## src/rtl/traffic_sensor_cond_if.sv

```systemverilog
// Sensor-conditioning bus: raw loop inputs and controller greens in,
// debounced levels and latched service requests out.
interface traffic_sensor_cond_if;
  logic raw_a;
  logic raw_b;
  logic ga;
  logic gb;
  logic det_a;
  logic det_b;
  logic sa;
  logic sb;

  // The environment drives the road loops and the greens
  modport master (
    output raw_a, raw_b, ga, gb,
    input  det_a, det_b, sa, sb
  );

  // The conditioning stage consumes loops and greens, produces requests
  modport slave (
    input  raw_a, raw_b, ga, gb,
    output det_a, det_b, sa, sb
  );
endinterface

```

## src/rtl/traffic_sensor_cond.sv

```systemverilog
// Vehicle-sensor conditioning ahead of the traffic-light controller.
// Each road channel synchronises its raw loop input through two flops,
// accepts a new level only after it has held for DB_CYCLES consecutive
// synchronised cycles, and latches the debounced detection as a service
// request that stays up until the controller grants green to that road.
// Channels A and B share no state. All outputs come straight from flops.
module traffic_sensor_cond #(
  parameter int DB_CYCLES = 4,
  parameter int CW        = 3
) (
  input logic                  clk,
  input logic                  rst_n,
  traffic_sensor_cond_if.slave bus
);

  localparam logic [CW-1:0] CNT_LAST = CW'(DB_CYCLES - 1);

  logic [1:0] raw;
  logic [1:0] grant;
  logic [1:0] det;
  logic [1:0] req;

  assign raw   = {bus.raw_b, bus.raw_a};
  assign grant = {bus.gb, bus.ga};

  for (genvar ch = 0; ch < 2; ch++) begin : g_chan
    logic          s1;
    logic          s2;
    logic          det_r;
    logic          req_r;
    logic [CW-1:0] cnt;

    // Two-flop synchroniser; the raw loop input is used nowhere else
    always_ff @(posedge clk or negedge rst_n) begin
      if (!rst_n) begin
        s1 <= 1'b0;
        s2 <= 1'b0;
      end else begin
        s1 <= raw[ch];
        s2 <= s1;
      end
    end

    // Debounce: count cycles of disagreement, accept the new level on the last one
    always_ff @(posedge clk or negedge rst_n) begin
      if (!rst_n) begin
        det_r <= 1'b0;
        cnt   <= '0;
      end else if (s2 == det_r) begin
        cnt <= '0;
      end else if (cnt == CNT_LAST) begin
        det_r <= s2;
        cnt   <= '0;
      end else begin
        cnt <= cnt + CW'(1);
      end
    end

    // Request latch: a green clears it and wins over a detection in the same cycle
    always_ff @(posedge clk or negedge rst_n) begin
      if (!rst_n) begin
        req_r <= 1'b0;
      end else if (grant[ch]) begin
        req_r <= 1'b0;
      end else begin
        req_r <= req_r | det_r;
      end
    end

    assign det[ch] = det_r;
    assign req[ch] = req_r;
  end

  assign bus.det_a = det[0];
  assign bus.det_b = det[1];
  assign bus.sa    = req[0];
  assign bus.sb    = req[1];

endmodule

```

## src/flat_wrapper.sv

```systemverilog
// flat-port wrapper written by rule: the top's interface ports become plain ports
module traffic_sensor_cond_flat 
#(
  parameter int DB_CYCLES = 4,
  parameter int CW        = 3
)
  (clk, rst_n, bus_raw_a, bus_raw_b, bus_ga, bus_gb, bus_det_a, bus_det_b, bus_sa, bus_sb);
  traffic_sensor_cond_if bus_i ();
  input logic clk;
  input logic rst_n;
  input wire logic [$bits(bus_i.raw_a)-1:0] bus_raw_a;
  input wire logic [$bits(bus_i.raw_b)-1:0] bus_raw_b;
  input wire logic [$bits(bus_i.ga)-1:0] bus_ga;
  input wire logic [$bits(bus_i.gb)-1:0] bus_gb;
  output wire logic [$bits(bus_i.det_a)-1:0] bus_det_a;
  output wire logic [$bits(bus_i.det_b)-1:0] bus_det_b;
  output wire logic [$bits(bus_i.sa)-1:0] bus_sa;
  output wire logic [$bits(bus_i.sb)-1:0] bus_sb;
  assign bus_i.raw_a = bus_raw_a;
  assign bus_i.raw_b = bus_raw_b;
  assign bus_i.ga = bus_ga;
  assign bus_i.gb = bus_gb;
  assign bus_det_a = bus_i.det_a;
  assign bus_det_b = bus_i.det_b;
  assign bus_sa = bus_i.sa;
  assign bus_sb = bus_i.sb;
  traffic_sensor_cond #(.DB_CYCLES(DB_CYCLES), .CW(CW)) u_core (.clk(clk), .rst_n(rst_n), .bus(bus_i));
endmodule
```

## config.mk

```make
export PLATFORM = sky130hd
export DESIGN_NAME = traffic_sensor_cond_flat
export DESIGN_NICKNAME = d
export VERILOG_FILES = /design/src/rtl/traffic_sensor_cond_if.sv /design/src/rtl/traffic_sensor_cond.sv /design/src/flat_wrapper.sv
export SDC_FILE = /design/constraint.sdc
export NUM_CORES = 1
export LEC_CHECK = 0
export ABC_AREA = 1
export BUFFER_PORTS_ARGS = -buffer_cell sky130_fd_sc_hd__buf_2
export CAP_MARGIN = 20
export CORE_AREA = 2 2 39 41
export DETAILED_ROUTE_END_ITERATION = 6
export DIE_AREA = 0 0 41 43
export PLACE_DENSITY = 0.74
export SLEW_MARGIN = 20
export SYNTH_ARGS = -nofsm -noshare
export SYNTH_HDL_FRONTEND = slang
export SYNTH_SLANG_ARGS = --single-unit
```

## constraint.sdc

```tcl
create_clock -name clk -period 0.8 [get_ports clk]
set_input_delay 0.04 -clock clk [delete_from_list [all_inputs] [get_ports clk]]
set_output_delay 0.04 -clock clk [all_outputs]
set_load 0.01 [all_outputs]
```

==> run_results.csv, run 1 <==
group,metric,value,unit
die,start_util,38.3,%
sta,finalWorstSetupSlack,-66.8,ps
die,die_x,41,um
worst_setup_path,crit_arrival,830,ps
finish,design_area,777,sq um
yosys,synthTopCellsByArea,"dfrtp_1 66%, nand2_1 11%, inv_1 7.8%",
finish,nets,85,
global_routing,overflow,0,
clock_tree,cts_tree,"yes",
die,die_area,0.00176,sq mm
sta,period_minus_slack,867,ps
yosys,yosys_warnings,0,
worst_setup_path,worstPathMaxFanout,3,
yosys,synth_nets,64,
yosys,seq_area_frac_synth,66.0,%
routing,routed_wirelength,783,um
worst_setup_path,cp_slowest_cell,"dfrtp_1",
die,io_pins,10,
finish,area_growth,46.5,%
clock_tree,clk_pin_slew,80,ps
place,dp_hpwl,521,um
worst_setup_path,cp_top_family,"flip-flops",
clock_tree,numCtsBuffers,3,
die,die_h,43,um
worst_setup_path,critPathKind,"reg2out",
yosys,async_flop_share,100,%
sta,setup_viol,12,
yosys,synth-main-ff-cell,"dfrtp_1",
finish,utilization,56.1,%
sta,drv_slew,0,
sta,finalHoldViolations,0,
sta,worst_pin_slew,295,ps
global_routing,grt_pass1_wl,1370,um
sta,max_freq,1.15,GHz
yosys,syn_area,531,sq um
clock_tree,cts_max_level,1,
sta,rsz0062_at_grt,"true",
worst_hold_path,hold_class,"in2async",
sta,setup_tns,-477,ps
worst_setup_path,end_kind,"output pin",
worst_setup_path,worstPathCellList,"buf_6",
job,max_cap_violations,0,
routing,dr.first_iter.drc_count,3,
clock_tree,cts_sinks,14,
routing,avgRoutedWirePerCell,8.51,um
sta,slew_headroom,80.3,%
yosys,synth_edf_count,0,
yosys,syn_area_per_cell,9.47,sq um
routing,drtPass1Iterations,2,
yosys,synth_top_area_share,66.0,%
yosys,ys_ff_latch,14,
yosys,yosysTopAreaCell,"dfrtp_1",
die,rows,14,
finish,drive_gt1_share,43.4,%
global_routing,grt_antenna_before_repair,0,
yosys,yosysMostFrequentCell,"nand2_1",
run_status,status,"finished with violations",
die,coreArea,0.00138,sq mm
pwr,leakage,0.391,nW
yosys,synth_commonest_cells,"16 x nand2_1, 14 x dfrtp_1, 11 x inv_1, 10 x nor2_1",
yosys,ys_types,7,
routing,ant_nets,0,
routing,vias,382,
clock_tree,clockBufferDepth,2,
run_status,violations,"negative setup slack",
place,postPlaceCellArea,626,sq um
yosys,syn_inst,56,
worst_setup_path,cp.required,760,ps
worst_setup_path,cpPeakStageDelay,420,ps
place,io_buffers,9,
routing,viasPerCell,4.15,
pwr,ir_worst_vdd,0.00136,V
sta,fin_crit_sh,108,%
sta,skew,1.74,ps
global_routing,grt_max_degree,15,
pwr,p_per_area,2970,mW/mm^2
clock_tree,clock-root-buffer,"clkbuf_4",
routing,drc,0,
place,gp_congestion,0.702,
worst_setup_path,crit_buf_inv,1,
global_routing,grt_pass1_vias,357,
clock_tree,clk_latency,270,ps
sta,whs,175,ps
worst_setup_path,start_kind,"flip-flop",
finish,antenna_cells,0,
global_routing,track_usage,12.0,%
power breakdown:
group          internal [mW]  switching (mW)
Combinational          0.417           0.383
Sequential             0.877           0.143
Clock                  0.276           0.213
sequential cells by signal, indices dropped and copies added (netlist names):
signal and count:
u_core.g_chan.cnt 6, u_core.g_chan.s1 2, u_core.g_chan.s2 2, u_core.bus.det_a 1
u_core.bus.det_b 1, u_core.bus.sa 1, u_core.bus.sb 1
cells in the final DEF (no fill, tap or decap):
| cell | count |
|---|---|
| nor2_2 | 3 |
| buf_4 | 1 |
| clkbuf_8 | 1 |
| nand2_2 | 6 |
| clkbuf_4 | 3 |
| nand2_1 | 9 |
| dlygate4sd3_1 | 5 |
| nand2_4 | 2 |
| inv_2 | 3 |
| ha_4 | 2 |
| buf_6 | 2 |
| buf_2 | 8 |
| dfrtp_1 | 14 |
| inv_1 | 8 |
| nand3_2 | 2 |
| nor2_1 | 7 |
worst paths after layout:
kind                                              startpoint                                end  slack (ps)  cells after the start
setup / recovery                u_core.bus.det_a$_DFFE_PN0P_                          bus_det_a         -70                      1
hold / removal                                         rst_n  u_core.g_chan[0].cnt[1]$_DFF_PN0_         170                      2
setup reg to reg           u_core.g_chan[1].cnt[0]$_DFF_PN0_  u_core.g_chan[1].cnt[1]$_DFF_PN0_         -50                      3
hold reg to reg                u_core.g_chan[0].s1$_DFF_PN0_      u_core.g_chan[0].s2$_DFF_PN0_         350                      0
max in group asynchronous                              rst_n       u_core.bus.det_b$_DFFE_PN0P_         400                      2
min in group clk               u_core.g_chan[0].s1$_DFF_PN0_      u_core.g_chan[0].s2$_DFF_PN0_         350                      0
repair_timing:
item	in CTS	in global routing
setup buffers	2	0
hold endpoints to repair	18	0
hold buffers	5	0
gates resized for setup	3	14
setup endpoints to repair	12	14
pin swaps	8	5
routing by layer:
layer  share of wire (%)  track usage, %
met5                   0               0
met4                0.51            6.00
met3                 4.2            6.28
met2                  45            16.6
met1                  50            14.8
area by class of cell:
class / instances / area [sq um]
fillers: 117 / 607
flip-flops and latches: 14 / 350
multi-input cells: 31 / 209
repair buffers: 16 / 120
inverters: 11 / 41.3
clock buffers: 4 / 36.3
well taps: 16 / 20.0
per-stage QoR:
stage | std cells | setup slack, ps | total power, mW
after floorplan | 56 | -10.5 | 1.42
after global placement | 81 | -27.5 | 1.57
after detailed placement | 81 | -41.9 | 1.59
after CTS | 92 | -76.9 | 2.19
after global routing | 92 | -113 | 2.51
final | 92 | -66.8 | 2.31
cells by family after synthesis:
logic type | synth area share [%]
and+or+nand+nor | 21.5
DFF | 66.0
buffers and inverters | 7.78
adders and majority gates | 4.72
No activity file was read; power rests on OpenSTA's default activity.
==> run 2, diff against run 1 <==
--- a/config.mk
+++ b/config.mk
@@ -5,13 +5,12 @@
 export SDC_FILE = /design/constraint.sdc
 export NUM_CORES = 1
 export LEC_CHECK = 0
-export ABC_AREA = 1
 export BUFFER_PORTS_ARGS = -buffer_cell sky130_fd_sc_hd__buf_2
 export CAP_MARGIN = 20
 export CORE_AREA = 2 2 39 41
 export DETAILED_ROUTE_END_ITERATION = 6
 export DIE_AREA = 0 0 41 43
-export PLACE_DENSITY = 0.74
+export PLACE_DENSITY = 0.71
 export SLEW_MARGIN = 20
 export SYNTH_ARGS = -nofsm -noshare
 export SYNTH_HDL_FRONTEND = slang
==> run 2 against run 1 <==
Effect of this change: the run still ends with negative setup slack left; die area stayed put; sequential share of layout area decreased by 3.0 points; global-route usage rose by 1.5 points; power grew 21%; wire length is 11% higher; first-iteration DRC count decreased by 33%; critical path depth increased by 2; sequential power about the same; highest routed layer is now met3.
==> run_results.csv, run 2 <==
group,metric,value,unit
finish,largest_register_ffs,6,
worst_setup_path,cpPeakStageDelay,360,ps
die,io_pins,10,
worst_setup_path,cp_slowest_cell,"dfrtp_1",
die,rows,14,
worst_setup_path,r2r-end,"u_core.bus.det_b$_DFFE_PN0P_",
finish,instances_no_fill,76,
sta,skew,7.97,ps
routing,drtPass1Iterations,2,
routing,dr.first_iter.drc_count,2,
finish,regMostFlops,"u_core.g_chan.cnt",
global_routing,grt_pass1_wl,1540,um
place,io_buffers,9,
pwr,leakage,0.393,nW
clock_tree,cts_max_level,1,
die,die_area,0.00176,sq mm
worst_setup_path,critPathKind,"reg2reg",
place,postPlaceCellArea,618,sq um
finish,final_common_cell,"dfrtp_1",
yosys,synth_top_area_share,69.8,%
worst_hold_path,hold_class,"in2async",
yosys,syn_inst,32,
yosys,synth_nets,40,
global_routing,grt_pass1_vias,366,
global_routing,use_met3,9.42,%
worst_setup_path,crit_buf_inv,0,
routing,drc,0,
yosys,seq_area_frac_synth,69.8,%
global_routing,top_usage_layer,"met2",
die,coreArea,0.00138,sq mm
sta,max_freq,0.915,GHz
yosys,ys_types,10,
yosys,syn_area,502,sq um
yosys,synth-main-ff-cell,"dfrtp_1",
yosys,synth_edf_count,0,
die,die_h,43,um
global_routing,overflow,0,
global_routing,track_usage,13.5,%
routing,avgRoutedWirePerCell,11.4,um
run_status,status,"finished with violations",
finish,design_area,836,sq um
sta,finalWorstSetupSlack,-293,ps
worst_setup_path,start_kind,"flip-flop",
finish,area_growth,66.6,%
routing,ant_nets,0,
yosys,async_flop_share,100,%
sta,drv_slew,0,
pwr,p_per_area,3350,mW/mm^2
clock_tree,cts_tree,"yes",
worst_setup_path,worstPathCellList,"ha_2 > nor2b_4 > mux2_4",
routing,vias,338,
yosys,yosys_warnings,0,
die,start_util,36.3,%
clock_tree,numCtsBuffers,3,
finish,layout_common_cells,"13 x dfrtp_1, 7 x buf_6, 6 x buf_2, 6 x buf_4, 5 x dlygate4sd3_1",
sta,slew_headroom,80.2,%
job,max_cap_violations,0,
global_routing,grt_max_degree,15,
yosys,synth_commonest_cells,"14 x dfrtp_1, 4 x nor2_1",
worst_setup_path,cp.required,970,ps
sta,rsz0062_at_grt,"true",
worst_setup_path,cp_top_family,"flip-flops",
routing,viasPerCell,4.45,
yosys,synthTopCellsByArea,"dfrtp_1 70%, nor2b_4 5.5%, ha_1 5.0%",
global_routing,grt.met2_usage,20.0,%
finish,nets,69,
worst_setup_path,rr_worst_depth,3,
clock_tree,clock-root-buffer,"clkbuf_4",
yosys,yosysMostFrequentCell,"dfrtp_1",
die,die_x,41,um
finish,top_regs,"u_core.g_chan.cnt x6, u_core.g_chan.s1 x2, u_core.g_chan.s2 x2",
place,dp_cells,60,
sta,period_minus_slack,1090,ps
pwr,ir_worst_vdd,0.00250,V
sta,worst_pin_slew,296,ps
place,dp_slack,-287,ps
finish,antenna_cells,0,
sta,setup_viol,13,
clock_tree,clk_latency,280,ps
pwr,finalPower,2.80,mW
yosys,syn_area_per_cell,15.7,sq um
yosys,yosysTopAreaCell,"dfrtp_1",
place,dp_hpwl,491,um
sta,finalHoldViolations,0,
worst_setup_path,reg2reg_from,"u_core.g_chan[1].cnt[0]$_DFF_PN0_",
clock_tree,cts_sinks,14,
yosys,ys_ff_latch,14,
clock_tree,clk_pin_slew,90,ps
global_routing,use_met1,16.1,%
worst_setup_path,end_kind,"flip-flop",
place,gp_congestion,0.645,
finish,drive_gt1_share,63.3,%
worst_setup_path,crit_arrival,1260,ps
worst_setup_path,r2r_slack,-290,ps
global_routing,grt_antenna_before_repair,0,
clock_tree,clockBufferDepth,2,
worst_setup_path,worstPathMaxFanout,2,
sta,fin_crit_sh,137,%
routing,routed_wirelength,869,um
run_status,violations,"negative setup slack",
-- run 2: changes by cell type in the layout (fill, tap and decap cells not counted), moves of 3 or more --
cell     change
nor2_1       -6
buf_4        +5
buf_6        +5
inv_1        -8
inv_2        -3
nand2_2      -6
nand2_1      -9
-- run 2: worst reg2reg max path: stages, from the launching register on --
cell and delay (ps):
dfrtp_1 360, ha_2 180, nor2b_4 160, mux2_4 300
-- run 2: how the worst max path moves through the flow --
stage	startpoint	endpoint	slack, ps	cells after the start
global route	u_core.g_chan[1].cnt[0]$_DFF_PN0_	u_core.bus.det_b$_DFFE_PN0P_	-340	3
detailed placement	u_core.g_chan[0].cnt[0]$_DFF_PN0_	u_core.bus.det_a$_DFFE_PN0P_	-290	3
finish	u_core.g_chan[1].cnt[0]$_DFF_PN0_	u_core.bus.det_b$_DFFE_PN0P_	-290	3
CTS	u_core.g_chan[1].cnt[0]$_DFF_PN0_	u_core.bus.det_b$_DFFE_PN0P_	-290	3
global placement	u_core.g_chan[0].cnt[0]$_DFF_PN0_	u_core.bus.det_a$_DFFE_PN0P_	-270	3
floorplan	u_core.g_chan[1].cnt[0]$_DFF_PN0_	u_core.bus.det_b$_DFFE_PN0P_	-270	3
-- run 2: cell families after synthesis --
| group | synth area share (%) |
|---|---|
| fa+ha+maj | 4.99 |
| xor+xnor | 3.49 |
| simple gates | 17.2 |
| flops | 69.8 |
| mux | 4.49 |
-- run 2: what timing repair did --
action                                 4_1_cts  5_1_grt
gates resized for setup                     11        4
setup buffers                                6        1
hold buffers                                 5        0
endpoints found under the hold margin       18        0
pin swaps                                    5        0
setup endpoints to repair                   14       14
-- run 2: metrics by stage --
stage | setup TNS [ps] | util [%] | hold WS, ps
finish | -2130 | 60.4 | 169
global placement | -1210 | 44.7 | -55.1
floorplan | -850 | - | -256
detailed placement | -1290 | 44.7 | -50.8
global route | -2790 | 60.4 | 206
CTS | -2090 | 58.7 | 172
-- run 2: power breakdown --
part | leakage, nW | internal, mW | total (mW) | switching [mW]
combinational | 0.197 | 0.846 | 1.30 | 0.450
sequential | 0.174 | 0.885 | 1.00 | 0.118
clock | 0.0210 | 0.277 | 0.498 | 0.221
total | 0.393 | 2.01 | 2.80 | 0.789
-- run 2: cell type report --
type,instances,area [sq um]
clock buffers,4,36.3
fillers,107,548
multi-input cells,18,224
flip-flops and latches,14,352
well taps,16,20.0
repair buffers,24,204
-- run 2: routing by layer --
| metal | up-vias | share of wire [%] |
|---|---|---|
| met3 | 0 | 6.6 |
| met5 | - | 0 |
| met2 | 13 | 54 |
| li1 | 163 | - |
| met1 | 162 | 39 |
| met4 | 0 | 0 |
==> run 3, diff against run 2 <==
--- a/config.mk
+++ b/config.mk
@@ -11,6 +11,7 @@
 export DETAILED_ROUTE_END_ITERATION = 6
 export DIE_AREA = 0 0 41 43
 export PLACE_DENSITY = 0.71
+export RECOVER_POWER = 100
 export SLEW_MARGIN = 20
 export SYNTH_ARGS = -nofsm -noshare
 export SYNTH_HDL_FRONTEND = slang
==> run 3 against run 2 <==
Effect of this change: the run still ends with negative setup slack left; clock skew about the same; power down 0.43%; sequential share of layout area is 0.13 points higher; wire length fell by 0.23%; via count stayed put; count of clock-buffer cells in the layout did not move; highest routed layer unchanged.
==> run_results.csv, run 3 (synthesis gave the netlist of run 2 again) <==
group,metric,value,unit
clock_tree,clk_latency,280,ps
routing,viasPerCell,4.45,
pwr,power_frac_clock,17.9,%
die,die_area,0.00176,sq mm
finish,top_regs,"u_core.g_chan.cnt x6, u_core.g_chan.s1 x2, u_core.g_chan.s2 x2",
clock_tree,clock-root-buffer,"clkbuf_4",
global_routing,grt_pass1_wl,1540,um
worst_setup_path,end_kind,"flip-flop",
global_routing,grt_pass1_vias,366,
finish,largest_register_ffs,6,
pwr,ir_worst_vdd,0.00248,V
sta,period_minus_slack,1090,ps
worst_setup_path,worstPathMaxFanout,2,
global_routing,track_usage,13.5,%
die,die_x,41,um
clock_tree,clockBufferDepth,2,
worst_hold_path,hold_class,"in2async",
global_routing,grt_max_degree,15,
job,max_cap_violations,0,
sta,drv_slew,0,
clock_tree,numCtsBuffers,3,
finish,area_growth,66.1,%
sta,setup_tns,-2110,ps
finish,final_common_cell,"dfrtp_1",
pwr,p_per_area,3340,mW/mm^2
worst_setup_path,start_kind,"flip-flop",
global_routing,overflow,0,
place,dp_hpwl,491,um
finish,nets,69,
routing,ant_nets,0,
pwr,power_switching,0.782,mW
routing,dr.first_iter.drc_count,2,
global_routing,grt_antenna_before_repair,0,
run_status,violations,"negative setup slack",
die,io_pins,10,
finish,drive_gt1_share,61.7,%
clock_tree,cts_sinks,14,
die,rows,14,
pwr,p_int,2.00,mW
finish,utilization,60.2,%
finish,antenna_cells,0,
routing,routed_wirelength,867,um
finish,regMostFlops,"u_core.g_chan.cnt",
run_status,status,"finished with violations",
sta,worst_pin_slew,330,ps
die,start_util,36.3,%
pwr,p_sw_share,28.1,%
clock_tree,cts_max_level,1,
sta,setup_viol,13,
die,coreArea,0.00138,sq mm
sta,finalWorstSetupSlack,-292,ps
sta,skew,8.09,ps
sta,rsz0062_at_grt,"true",
worst_setup_path,critPathKind,"reg2reg",
routing,drtPass1Iterations,2,
routing,vias,338,
finish,nFillCells,108,
place,io_buffers,9,
sta,fin_crit_sh,137,%
sta,finalHoldViolations,0,
die,die_h,43,um
worst_setup_path,crit_arrival,1260,ps
clock_tree,cts_tree,"yes",
sta,max_freq,0.915,GHz
place,gp_congestion,0.645,
worst_setup_path,cp.required,970,ps
routing,avgRoutedWirePerCell,11.4,um
clock_tree,clk_pin_slew,90,ps
pwr,leakage,0.393,nW
finish,layout_common_cells,"13 x dfrtp_1, 7 x buf_6, 6 x buf_4",
sta,slew_headroom,78.0,%
routing,drc,0,
pwr,power_frac_comb,46.2,%
pwr,p_seq_share,35.9,%
## run 3: cell types whose count changed in the layout (fill, tap and decap cells not counted), sizes merged
cell,before,now
buf,19,18
clkbuf,4,5
## run 3: cell type report
| cell class | count | area (sq um) | area share (%) |
|---|---|---|---|
| flip-flops and latches | 14 | 352 | 42.2 |
| clock buffers | 4 | 36.3 | 4.35 |
| multi-input cells | 18 | 221 | 26.6 |
| well taps | 16 | 20.0 | 2.40 |
| repair buffers | 24 | 204 | 24.5 |
## run 3: per-layer routing
metal | vias to the layer above | global-route usage, % | share of wire, %
met5 | - | 0 | 0
met4 | 0 | 2.00 | 0
met3 | 0 | 9.42 | 6.6
met2 | 13 | 20.0 | 54
met1 | 162 | 16.1 | 39
li1 | 163 | - | -
## run 3: what timing repair did
item,CTS,global route
gates resized for setup,11,4
endpoints found under the setup margin,14,14
buffers inserted,6,1
pin swaps,5,0
endpoints found under the hold margin,18,0
hold buffers,5,0
## run 3: metrics by stage
step / setup slack [ps] / area [sq um] / std cells / hold slack [ps] / power, mW
5_1_grt: -342 / 833 / 76 / 223 / 3.00
2_1_floorplan: -274 / 531 / 32 / -256 / 1.44
4_1_cts: -286 / 812 / 75 / 172 / 2.71
3_3_place_gp: -273 / 618 / 60 / -55.1 / 1.68
3_5_place_dp: -287 / 618 / 60 / -50.8 / 1.70
6_report: -292 / 833 / 76 / 181 / 2.78
## run 3: final timing paths
path	cells after the start	slack (ps)	start	endpoint
max reg2reg	3	-290	u_core.g_chan[1].cnt[0]$_DFF_PN0_	u_core.bus.det_b$_DFFE_PN0P_
max	3	-290	u_core.g_chan[1].cnt[0]$_DFF_PN0_	u_core.bus.det_b$_DFFE_PN0P_
min in group clk	0	350	u_core.g_chan[1].s1$_DFF_PN0_	u_core.g_chan[1].s2$_DFF_PN0_
max in group asynchronous	2	360	rst_n	u_core.bus.det_a$_DFFE_PN0P_
min	2	180	rst_n	u_core.bus.sb$_DFF_PN0_
min reg2reg	0	350	u_core.g_chan[1].s1$_DFF_PN0_	u_core.g_chan[1].s2$_DFF_PN0_
## run 3: power groups by stage
stage / Combinational (mW) / Clock [mW] / Sequential, mW
2_1_floorplan: 0.382 / 0 / 1.06
3_3_place_gp: 0.660 / 0 / 1.02
3_5_place_dp: 0.683 / 0 / 1.02
4_1_cts: 1.21 / 0.512 / 0.988
5_1_grt: 1.42 / 0.560 / 1.02
6_report: 1.29 / 0.497 / 1.00
## run 3: worst max-delay path, cell delays in order (launching register included)
cell,delay (ps)
dfrtp_1,360
ha_2,180
nor2b_4,160
mux2_4,300
